**src/rtl/mux_rr_sel.sv**
```systemverilog
// N-channel registered selector with valid/ready on every port.
// Picks a channel by direct index (mode 0) or a fair round-robin pointer (mode 1).
module mux_rr_sel #(
  parameter int N    = 8,
  parameter int W    = 8,
  parameter int SELW = $clog2(N)
) (
  input  logic              clk,
  input  logic              rst,
  input  logic [N*W-1:0]    in_data,
  input  logic [N-1:0]      in_valid,
  output logic [N-1:0]      in_ready,
  input  logic              mode,
  input  logic [SELW-1:0]   sel,
  output logic [W-1:0]      out_data,
  output logic [SELW-1:0]   out_ch,
  output logic              out_valid,
  input  logic              out_ready
);

  logic [SELW-1:0] ptr;
  logic            load_ok;
  logic            grant;
  logic [SELW-1:0] gnt_ch;
  logic [W-1:0]    gnt_data;
  logic [N-1:0]    rot_valid;
  logic            rr_found;
  logic [SELW:0]   rr_off;
  logic [SELW:0]   rr_sum;
  logic            sel_hit;

  assign load_ok = !out_valid || out_ready;

  // Rotate valids so bit 0 is the channel at ptr; first set bit is the winner.
  always_comb begin
    rot_valid = N'({in_valid, in_valid} >> ptr);
    rr_found  = 1'b0;
    rr_off    = '0;
    for (int j = N - 1; j >= 0; j--) begin
      if (rot_valid[j]) begin
        rr_found = 1'b1;
        rr_off   = (SELW+1)'(j);
      end
    end
    rr_sum = {1'b0, ptr} + rr_off;
    if (rr_sum >= (SELW+1)'(N)) rr_sum = rr_sum - (SELW+1)'(N);
  end

  // Out-of-range sel values match no channel, so they never grant.
  always_comb begin
    sel_hit = 1'b0;
    for (int i = 0; i < N; i++) begin
      if (sel == SELW'(i) && in_valid[i]) sel_hit = 1'b1;
    end
  end

  always_comb begin
    grant  = 1'b0;
    gnt_ch = '0;
    if (mode) begin
      grant  = rr_found;
      gnt_ch = rr_sum[SELW-1:0];
    end else begin
      grant  = sel_hit;
      gnt_ch = sel;
    end
    if (!load_ok || rst) grant = 1'b0;
  end

  always_comb begin
    in_ready = '0;
    gnt_data = '0;
    for (int i = 0; i < N; i++) begin
      if (gnt_ch == SELW'(i)) begin
        in_ready[i] = grant;
        gnt_data    = in_data[i*W +: W];
      end
    end
  end

  always_ff @(posedge clk) begin
    if (rst) begin
      out_valid <= 1'b0;
      out_data  <= '0;
      out_ch    <= '0;
      ptr       <= '0;
    end else if (grant) begin
      out_valid <= 1'b1;
      out_data  <= gnt_data;
      out_ch    <= gnt_ch;
      if (mode) ptr <= (gnt_ch == SELW'(N - 1)) ? '0 : gnt_ch + SELW'(1);
    end else if (out_valid && out_ready) begin
      out_valid <= 1'b0;
    end
  end

endmodule

```
**config.mk**
```make
export PLATFORM = sky130hd
export DESIGN_NAME = mux_rr_sel
export DESIGN_NICKNAME = d
export VERILOG_FILES = /design/src/rtl/mux_rr_sel.sv
export SDC_FILE = /design/constraint.sdc
export NUM_CORES = 1
export LEC_CHECK = 0
export BUFFER_PORTS_ARGS = -buffer_cell sky130_fd_sc_hd__buf_2
export CAP_MARGIN = 20
export CORE_MARGIN = 3
export CORE_UTILIZATION = 35
export DETAILED_ROUTE_END_ITERATION = 10
export GPL_ROUTABILITY_DRIVEN = 1
export PLACE_DENSITY = 0.62
export SKIP_LAST_GASP = 1
export SLEW_MARGIN = 10
export SYNTH_ARGS = -nofsm -noshare
export SYNTH_HDL_FRONTEND = slang
export SYNTH_SLANG_ARGS = --single-unit
```
**constraint.sdc**
```tcl
create_clock -name clk -period 9.22 [get_ports clk]
set_input_delay 2.305 -clock clk [delete_from_list [all_inputs] [get_ports clk]]
set_output_delay 2.305 -clock clk [all_outputs]
set_load 0.01 [all_outputs]
```
# Word level (Yosys, flattened, before mapping)
# Cells that the tools add are included.
[word_totals] word_cells=87 reg_bits=15 latchBits=0 ram_bits=0 romBits=0 mem_count=0
[classes] shift=1 reduce_logical=17 n_bitwise=0 n_addsub=3 div_mod_pow=0 n_lt_le_gt_ge=1 n_eq_ne=14 multipliers=0 mux=47
[ops] op="$mux 8" n=8
[ops] op="$mux 1" n=28
[ops] op="$mux 4" n=7
[ops] op="$eq 3x3->1 const B" n=8
[ops] op="$shr 16x3->8" n=1
[ops] op="$eq 3x2->1 const B" n=4
[ops] op="$mux 3" n=4
[ops] op="$logic_and 1x1->1" n=9
[ops] op="$eq 3x1->1 const B" n=2
[ops] op="$logic_not 3->1" n=2
[ops] op="$add 3x4->4" n=1
[ops] op="$ge 4x4->1 const B" n=1
[ops] op="$add 3x1->3 const B" n=1
[ops] op="$sub 3x1->3 const B" n=1
[ops] op="$logic_not 1->1" n=2
[ops] op="$logic_or 1x1->1" n=2
[ops] op="$reduce_and 2->1" n=1
[ops] op="$reduce_bool 2->1" n=1

# Logic depth before layout (Yosys ltp)
# Gate-level depths: netlist (run 1).
[logic_depth] ltp_word=22 depth_mapped=24 depth_no_buf=22

# Worst setup path before layout (run 1)
# OpenSTA, ideal clock, no wires.
[synth_path] path_type="input to output" from="in in_valid[5]" to="out in_ready[1]" cell_stages=17 slack_ps=1043 t_required_ps=6915 path_buffers=3 t_arrival_ps=5872 cell_sequence="clkbuf_1 nor2b_1 o21ai_0 a21oi_1 o32ai_1 mux2i_1 o311ai_1 a21oi_1 o31a_1 ha_1 fa_1 a21boi_0 ha_1 clkbuf_1 inv_1 clkbuf_1 nor3_1"
[synth_between] elab_chain_cells=15 word_cells_on_any_way=30
[synth_lines] item="start: declaration" line_no="11" source="input logic [N-1:0] in_valid,"
[synth_lines] item="$shr 16x3->8" line_no="36" source="rot_valid = N'({in_valid, in_valid} >> ptr);"
[synth_lines] item="$mux 3" line_no="40" source="if (rot_valid[j]) begin"
[synth_lines] item="$mux 4 (7 in a row)" line_no="40"
[synth_lines] item="$add 3x4->4" line_no="45" source="rr_sum = {1'b0, ptr} + rr_off;"
[synth_lines] item="$ge 4x4->1 / $sub 3x1->3 (equally long branches)" line_no="46" source="if (rr_sum >= (SELW+1)'(N)) rr_sum = rr_sum - (SELW+1)'(N);"
[synth_lines] item="$mux 3" line_no="46"
[synth_lines] item="$mux 3" line_no="60" source="if (mode) begin"
[synth_lines] item="$eq 3x1->1" line_no="74" source="if (gnt_ch == SELW'(i)) begin"
[synth_lines] item="$mux 1 *" line_no="74"
[synth_lines] item="end: declaration" line_no="12" source="output logic [N-1:0] in_ready,"
# Mark *: on every way between the ends. The rest lies on a longest branch, timed or not.

# Worst setup path in the final report (run 1)
[layout_path] from="in in_valid[5]" to="out in_ready[3]"
[layout_between] elab_chain_cells=15 word_cells_on_any_way=30
[layout_lines] item="$shr 16x3->8 *" line_no="36"
[layout_lines] item="$mux 3" line_no="40"
[layout_lines] item="$mux 4 (6 in a row)" line_no="40"
[layout_lines] item="$mux 4 *" line_no="40"
[layout_lines] item="$add 3x4->4 *" line_no="45"
[layout_lines] item="$ge 4x4->1 / $sub 3x1->3 (equally long branches)" line_no="46"
[layout_lines] item="$mux 3 *" line_no="46"
[layout_lines] item="$mux 3 *" line_no="60"
[layout_lines] item="via gnt_ch[1]" line_no="24" source="logic [SELW-1:0] gnt_ch;"
[layout_lines] item="$eq 3x2->1 *" line_no="74"
[layout_lines] item="$mux 1 *" line_no="74"
# The timed path passes the listed nets; every way through them passes the cells marked *.

==> key figures, run 1 <==
STA
  – Setup repair after global routing missed its margin: false
  – Post-Route Skew: 2.33 ps
  – Count of final max-slew check failures: 0
  – # setup viols final: 0
  – Tightest hold margin: 455 ps
  – Setup TNS: 0 ps
  – Min Tclk post-route: 8650 ps
  – Ratio of final minimum period to clock period: 0.938
  – Highest attainable clock frequency: 116 MHz
  – Pin slew with the least headroom to its limit: 1030 ps
  – Number of endpoints with negative hold slack in the final report: 0
  – Worst slew margin relative to its limit: 0.314

Place
  – Total instance count after detailed placement: 434
  – Post-DP HPWL: 5.23 mm
  – Global placer's final weighted congestion: about 0.92
  – Port-buffer cells: 98

Route
  – Number of design-rule violations left by the first detailed-router iteration: about 120
  – Wire length after detailed routing: ~6.5 mm
  – Detailed-route wire length per cell: 14.9 um
  – Via Count: 2,465
  – Length of the first detailed-routing pass in iterations: 4
  – DRC violation count after routing: 0
  – Vias per Instance: 5.63
  – Antenna Violating Nets Remaining: 0

Clock network
  – Htree depth: 1
  – TritonCTS clock tree: done
  – Clock-pin slew on the worst setup and hold paths: 60 ps
  – Number of buffers inserted by hold repair at cts: 0
  – Number of clock sinks seen by CTS: 15
  – Clock tree root buffer cell: sky130_fd_sc_hd__clkbuf_8
  – Worst-Skew Late Latency: between 200 and 250 ps
  – Num CTS Buffers: 3
  – Max Buffers Root-to-Sink: 2

Final layout
  – Filler instances: 607
  – Total inserted antenna cells: 0
  – Multi-input gate area in the final layout: 0.00157 sq mm
  – Core utilization of the finished layout: 0.465
  – Leading cell type in the layout, fill and taps excluded: sky130_fd_sc_hd__buf_2
  – Fraction of final layout cells sized beyond drive strength 1: 0.328
  – Number of nets in the finished design: 453
  – Commonest cells after routing, fill and taps aside: sky130_fd_sc_hd__buf_2, sky130_fd_sc_hd__nor2_1, sky130_fd_sc_hd__nand2_1
  – Growth of design area from synthesis to finish: 27.5%
  – Combined flip-flop and latch cell area: 300 sq um
  – Filler-free cell count of the finished design: 438

Hold path
  – Worst Hold Class: register to register

Synth
  – Post-synthesis instance area: ~0.002 sq mm
  – Post-Synthesis Cells: around 280
  – Syn avg cell area: about 7 sq um
  – Total of warnings raised by yosys: 0
  – Dominant synthesized flop cell: sky130_fd_sc_hd__dfxtp_1
  – Post-synthesis sequential element count: 15
  – Syn nets: between 300 and 400
  – Count of unique library cells instantiated by Yosys: between 50 and 60
  – Fraction of registers with async set or reset after synthesis: 0
  – EDFF count, synth: 0
  – Sequential share of the synthesized area: 0.148

Die
  – X dimension of the die: between 80 and 90 um
  – Full die area: 0.00676 sq mm
  – Floorplan die height: 82.2 um
  – Number of top-level design ports: between 90 and 100
  – Core area: approximately 0.0056 sq mm
  – FP Rows: 27
  – Initial core utilization: 0.365

Pwr
  – Internal Dissipation: 192 uW
  – Maximum VDD drop: 0.0595 mV
  – Combinational share of power: 0.589
  – Leak: 0.00115 uW
  – Pwr Density: 130 mW/mm^2
  – Total chip power: roughly 340 uW
  – Clock network fraction of total power: 0.154
  – Proportion of power drawn by flip-flops and latches: 0.257
  – NetSw: 144 uW
  – Net switching share of the total power: 0.428

Global route
  – Total GRT Usage: 0.197
  – Maximum number of pins on one net before global-route repair: 27
  – Initial antenna violation count: 0
  – Global-route wire length before repair: 10.8 mm
  – Gr ovfl total: 0
  – Number of global-route vias before repair: 2,404

Critical path
  – Required arrival time at the worst endpoint: between 6000 and 7000 ps
  – Chain of cells forming the critical path: buf_2 > nor2b_1 > o21ai_0 > a21oi_1 > o32ai_1 > mux2i_1 > o311ai_1 > a21oi_1 > o31a_1 > ha_1 > fa_1 > a21boi_0 > inv_1 > ha_1 > ha_2 > clkinv_1 > nor2_1 > buf_2
  – Cell at the slowest stage of the critical path: sky130_fd_sc_hd__fa_1
  – Family with the most delay on the worst path: adder cells
  – Class of the most critical setup path: input pin to primary output
  – Slowest cell delay on critical path: roughly 470 ps
  – Endpoint class of the critical path: primary output
  – Critical Path Fanout Max: 13
  – Sort of element at the start of the critical path: input pin
  – Arrival time worst endpoint: roughly 6300 ps
  – Total buffers and inverters traversed by the critical path: 4

Job
  – Max-capacitance violation count: 0

Outcome
  – Result of the run: finished, final reports clean
## layer usage
metal	global-route usage	up-vias	share of wire
met5	0	-	0
met2	0.344	88	0.48
met1	0.256	1133	0.45
li1	-	1242	-
met3	0.0217	2	0.063
met4	0.0482	0	0.0052
## sequential cells by signal, summed over array words and instances, names as in the netlist
register	count
out_data	8
out_ch	3
ptr	3
out_valid	1
## cell type report
class / count / area share
multi-input combinational: 226 / 0.607
inverter: 21 / 0.0304
clock buffer: 4 / 0.0174
timing repair buffer: 100 / 0.195
sequential: 15 / 0.116
tap: 72 / 0.0347
## worst paths after layout
| kind | slack, ps | to | startpoint | depth (start not counted) |
|---|---|---|---|---|
| max | 570 | in_ready[3] | in_valid[5] | 18 |
| min reg2reg | 460 | out_data[3] | out_data[3] | 2 |
| max reg2reg | 3400 | out_data[7] | ptr[1] | 18 |
| min | 460 | out_data[3] | out_data[3] | 2 |
## tightest hold or removal path, delay by kind of cell, from the launching register on
| family | cells | cell delay (ps) |
|---|---|---|
| flops | 1 | 310 |
| simple gates | 1 | 50 |
| compound gates | 1 | 50 |
## repair_timing
action,4_1_cts,5_1_grt
setup buffers,0,0
resized for setup,0,1
endpoints found under the setup margin,0,1
## synthesized netlist by cell type (3+ instances only)
cell,instances,area share
sky130_fd_sc_hd__and2_1,4,0.012
sky130_fd_sc_hd__nor2b_1,5,0.015
sky130_fd_sc_hd__buf_2,3,0.0074
sky130_fd_sc_hd__mux2i_1,11,0.054
sky130_fd_sc_hd__dfxtp_1,15,0.15
sky130_fd_sc_hd__o22ai_1,9,0.028
sky130_fd_sc_hd__ha_1,6,0.037
sky130_fd_sc_hd__o311ai_1,5,0.022
sky130_fd_sc_hd__nor2_1,29,0.054
sky130_fd_sc_hd__a211oi_1,16,0.059
sky130_fd_sc_hd__nand2b_1,5,0.015
sky130_fd_sc_hd__o221ai_1,3,0.013
sky130_fd_sc_hd__nand2_1,24,0.044
sky130_fd_sc_hd__o32ai_1,3,0.013
sky130_fd_sc_hd__a22oi_1,19,0.070
sky130_fd_sc_hd__and3_1,3,0.0092
sky130_fd_sc_hd__a21oi_1,19,0.047
sky130_fd_sc_hd__inv_1,19,0.035
sky130_fd_sc_hd__o21ai_0,10,0.025
sky130_fd_sc_hd__o211ai_1,12,0.044
sky130_fd_sc_hd__clkbuf_1,17,0.031
sky130_fd_sc_hd__nor3_1,5,0.012
## stage by stage
| step | instance area [sq um] | worst slack, ps |
|---|---|---|
| finish | 2590 | 572 |
| global route | 2590 | 157 |
| CTS | 2590 | 364 |
| detailed placement | 2540 | 415 |
| global placement | 2540 | 563 |
| floorplan | 2030 | 1040 |
## kinds of logic (layout without fill, tap and decap cells)
| logic type | after synthesis | count (layout) | synth area share |
|---|---|---|---|
| buf+inv | 42 | 125 | 0.0831 |
| fa+ha+maj | 7 | 7 | 0.0468 |
| flops | 15 | 15 | 0.148 |
| simple gates | 86 | 86 | 0.204 |
| compound gates | 117 | 117 | 0.424 |
| mux | 16 | 16 | 0.0948 |
## power by group through the flow
stage / logic (uW) / registers, uW / clock network, uW
floorplan: 135 / 89.0 / 0
global placement: 196 / 87.1 / 0
detailed placement: 196 / 87.5 / 0
CTS: 197 / 86.2 / 53.7
global route: 222 / 87.7 / 56.1
finish: 198 / 86.4 / 51.6
Note: power is estimated with default switching activity, not from simulation.
==> inputs of run 2 (changes only) <==
REMOVE_ABC_BUFFERS = 1   (was not set)
==> key figures, run 2 (synthesis results as in run 1) <==
Global route
  – Gr ovfl total: 0 (unchanged)
  – Initial antenna violation count: 0 (unchanged)
  – Total GRT Usage: 0.205 (+0.00815)
  – Global-route wire length before repair: 11.0 mm (+1.9%)
  – Maximum number of pins on one net before global-route repair: 27 (unchanged)
  – Number of global-route vias before repair: 2,337 (-2.8%)

Die
  – FP Rows: 27 (unchanged)
  – Core area: 0.00557 sq mm (unchanged)
  – Initial core utilization: 0.365 (unchanged)
  – Floorplan die height: 82.2 um (unchanged)
  – Full die area: 0.00676 sq mm (unchanged)
  – Number of top-level design ports: 99 (unchanged)
  – X dimension of the die: 82.2 um (unchanged)

Place
  – Global placer's final weighted congestion: 0.865 (-5.8%)
  – Port-buffer cells: 98 (unchanged)
  – Post-DP HPWL: 5.41 mm (+3.4%)

STA
  – Setup TNS: 0 ps (unchanged)
  – Highest attainable clock frequency: 115 MHz (-0.73%)
  – Setup repair after global routing missed its margin: false
  – Number of endpoints with negative hold slack in the final report: 0 (unchanged)
  – Count of final max-slew check failures: 0 (unchanged)
  – Pin slew with the least headroom to its limit: 809 ps (-220 ps)
  – Worst slew margin relative to its limit: 0.460 (+0.147)
  – Post-Route Skew: 0.517 ps (-1.81 ps)
  – # setup viols final: 0 (unchanged)
  – Min Tclk post-route: 8710 ps (+63.5 ps)
  – Ratio of final minimum period to clock period: 0.945 (+0.00689)

Clock network
  – Number of buffers inserted by hold repair at cts: 0 (unchanged)
  – Post-CTS resize count: 0 (unchanged)
  – TritonCTS clock tree: done
  – Num CTS Buffers: 3 (unchanged)
  – Number of clock sinks seen by CTS: 15 (unchanged)
  – Setup Fix Bufs, Post-CTS: 0 (unchanged)
  – Worst-Skew Late Latency: 250 ps (about the same)
  – Htree depth: 1 (unchanged)
  – Max Buffers Root-to-Sink: 2 (unchanged)
  – Clock tree root buffer cell: sky130_fd_sc_hd__clkbuf_8
  – Clock-pin slew on the worst setup and hold paths: 60 ps (about the same)

Final layout
  – Register name with the most flops: out_data
  – Commonest cells after routing, fill and taps aside: sky130_fd_sc_hd__buf_2, sky130_fd_sc_hd__nor2_1, sky130_fd_sc_hd__nand2_1
  – Fraction of final layout cells sized beyond drive strength 1: 0.332 (+0.00365)
  – Number of nets in the finished design: 455 (+0.44%)
  – Total inserted antenna cells: 0 (unchanged)
  – Top flop regs: out_data (8), out_ch (3), ptr (3)
  – Growth of design area from synthesis to finish: 28.2%
  – Filler instances: 592 (-2.5%)
  – Largest register FFs: 8 (unchanged)
  – Leading cell type in the layout, fill and taps excluded: sky130_fd_sc_hd__buf_2

Route
  – DRC violation count after routing: 0 (unchanged)
  – Antenna Violating Nets Remaining: 0 (unchanged)
  – Length of the first detailed-routing pass in iterations: 4 (unchanged)
  – Detailed-route wire length per cell: 15.5 um (+3.5%)
  – Wire length after detailed routing: 6.80 mm (+4.0%)
  – Via Count: 2,477 (+0.49%)
  – Number of design-rule violations left by the first detailed-router iteration: 138 (+18%)
  – Vias per Instance: 5.63 (about the same)

Pwr
  – Leak: 0.00117 uW (+1.3%)
  – Maximum VDD drop: 0.0516 mV (-13%)
  – NetSw: 145 uW (+1.1%)
  – Total chip power: 337 uW (+0.51%)
  – Proportion of power drawn by flip-flops and latches: 0.253 (-0.004)
  – Clock network fraction of total power: 0.156 (+0.002)
  – Pwr Density: 129 mW/mm^2 (about the same)
  – Combinational share of power: 0.591 (+0.002)
  – Net switching share of the total power: 0.431 (+0.00251)
  – Internal Dissipation: 192 uW (about the same)

Critical path
  – Critical Path Fanout Max: 13 (unchanged)
  – Class of the most critical setup path: input pin to primary output
  – Endpoint class of the critical path: primary output
  – Startpoint of the worst-slack reg-to-reg timing path: ptr[1]
  – Arrival time worst endpoint: 6410 ps (+70 ps)
  – Critical Path Source: in_valid[5]
  – Required arrival time at the worst endpoint: 6920 ps (about the same)
  – Sort of element at the start of the critical path: input pin

Hold path
  – Worst Hold Class: register to register
  – Worst Min Path Start: out_data[4]

Job
  – Max-capacitance violation count: 0 (unchanged)

Outcome
  – Result of the run: finished, final reports clean
[run 2: path summary, 6_finish.rpt]
check / to / depth (start not counted) / slack (ps)
hold reg to reg: out_data[4] / 2 / 450
setup / recovery: in_ready[3] / 18 / 510
setup reg to reg: out_data[3] / 18 / 3300
hold / removal: out_data[4] / 2 / 450
[run 2: metrics by stage]
step	cell area (sq um)	util	setup WS, ps	hold slack (ps)	instances
6_report	2610	0.468	508	452	440
4_1_cts	2610	0.468	545	456	440
2_1_floorplan	1940	-	891	474	262
3_5_place_dp	2560	0.459	560	448	436
5_1_grt	2610	0.468	14.6	480	440
3_3_place_gp	2560	0.459	691	445	436
[run 2: power groups by stage]
stage / registers (uW) / logic [uW] / clock network [uW]
2_1_floorplan: 90.9 / 126 / 0
3_3_place_gp: 86.7 / 198 / 0
3_5_place_dp: 86.8 / 199 / 0
4_1_cts: 85.4 / 200 / 54.8
5_1_grt: 87.0 / 224 / 57.7
6_report: 85.5 / 199 / 52.6
[run 2: layout make-up]
type	instances	area [sq um]	area share
multi-input cells	226	1570	0.602
clock buffers	3	41.3	0.0158
inverters	21	78.8	0.0302
clock inverters	1	5.00	0.00192
well taps	72	90.1	0.0346
flip-flops and latches	15	300	0.115
repair buffers	102	520	0.200
[run 2: worst max-delay path, cell delays in order]
cell and delay, ps:
sky130_fd_sc_hd__buf_2 170, sky130_fd_sc_hd__nor2b_1 160, sky130_fd_sc_hd__o21ai_0 160, sky130_fd_sc_hd__a21oi_1 80
sky130_fd_sc_hd__o32ai_1 360, sky130_fd_sc_hd__mux2i_1 210, sky130_fd_sc_hd__o311ai_1 260, sky130_fd_sc_hd__a21oi_1 70
sky130_fd_sc_hd__o31a_1 260, sky130_fd_sc_hd__ha_1 190, sky130_fd_sc_hd__fa_1 470, sky130_fd_sc_hd__a21boi_0 200
sky130_fd_sc_hd__inv_1 140, sky130_fd_sc_hd__ha_1 180, sky130_fd_sc_hd__ha_1 460, sky130_fd_sc_hd__clkinv_1 380
sky130_fd_sc_hd__nor2_1 200, sky130_fd_sc_hd__buf_2 150
[run 2: per-layer routing]
metal	part of all wire	routed length (um)	track usage
met5	0	0	0
met4	0.015	105	0.0565
met3	0.078	530	0.0293
met2	0.47	3220	0.352
met1	0.43	2950	0.265
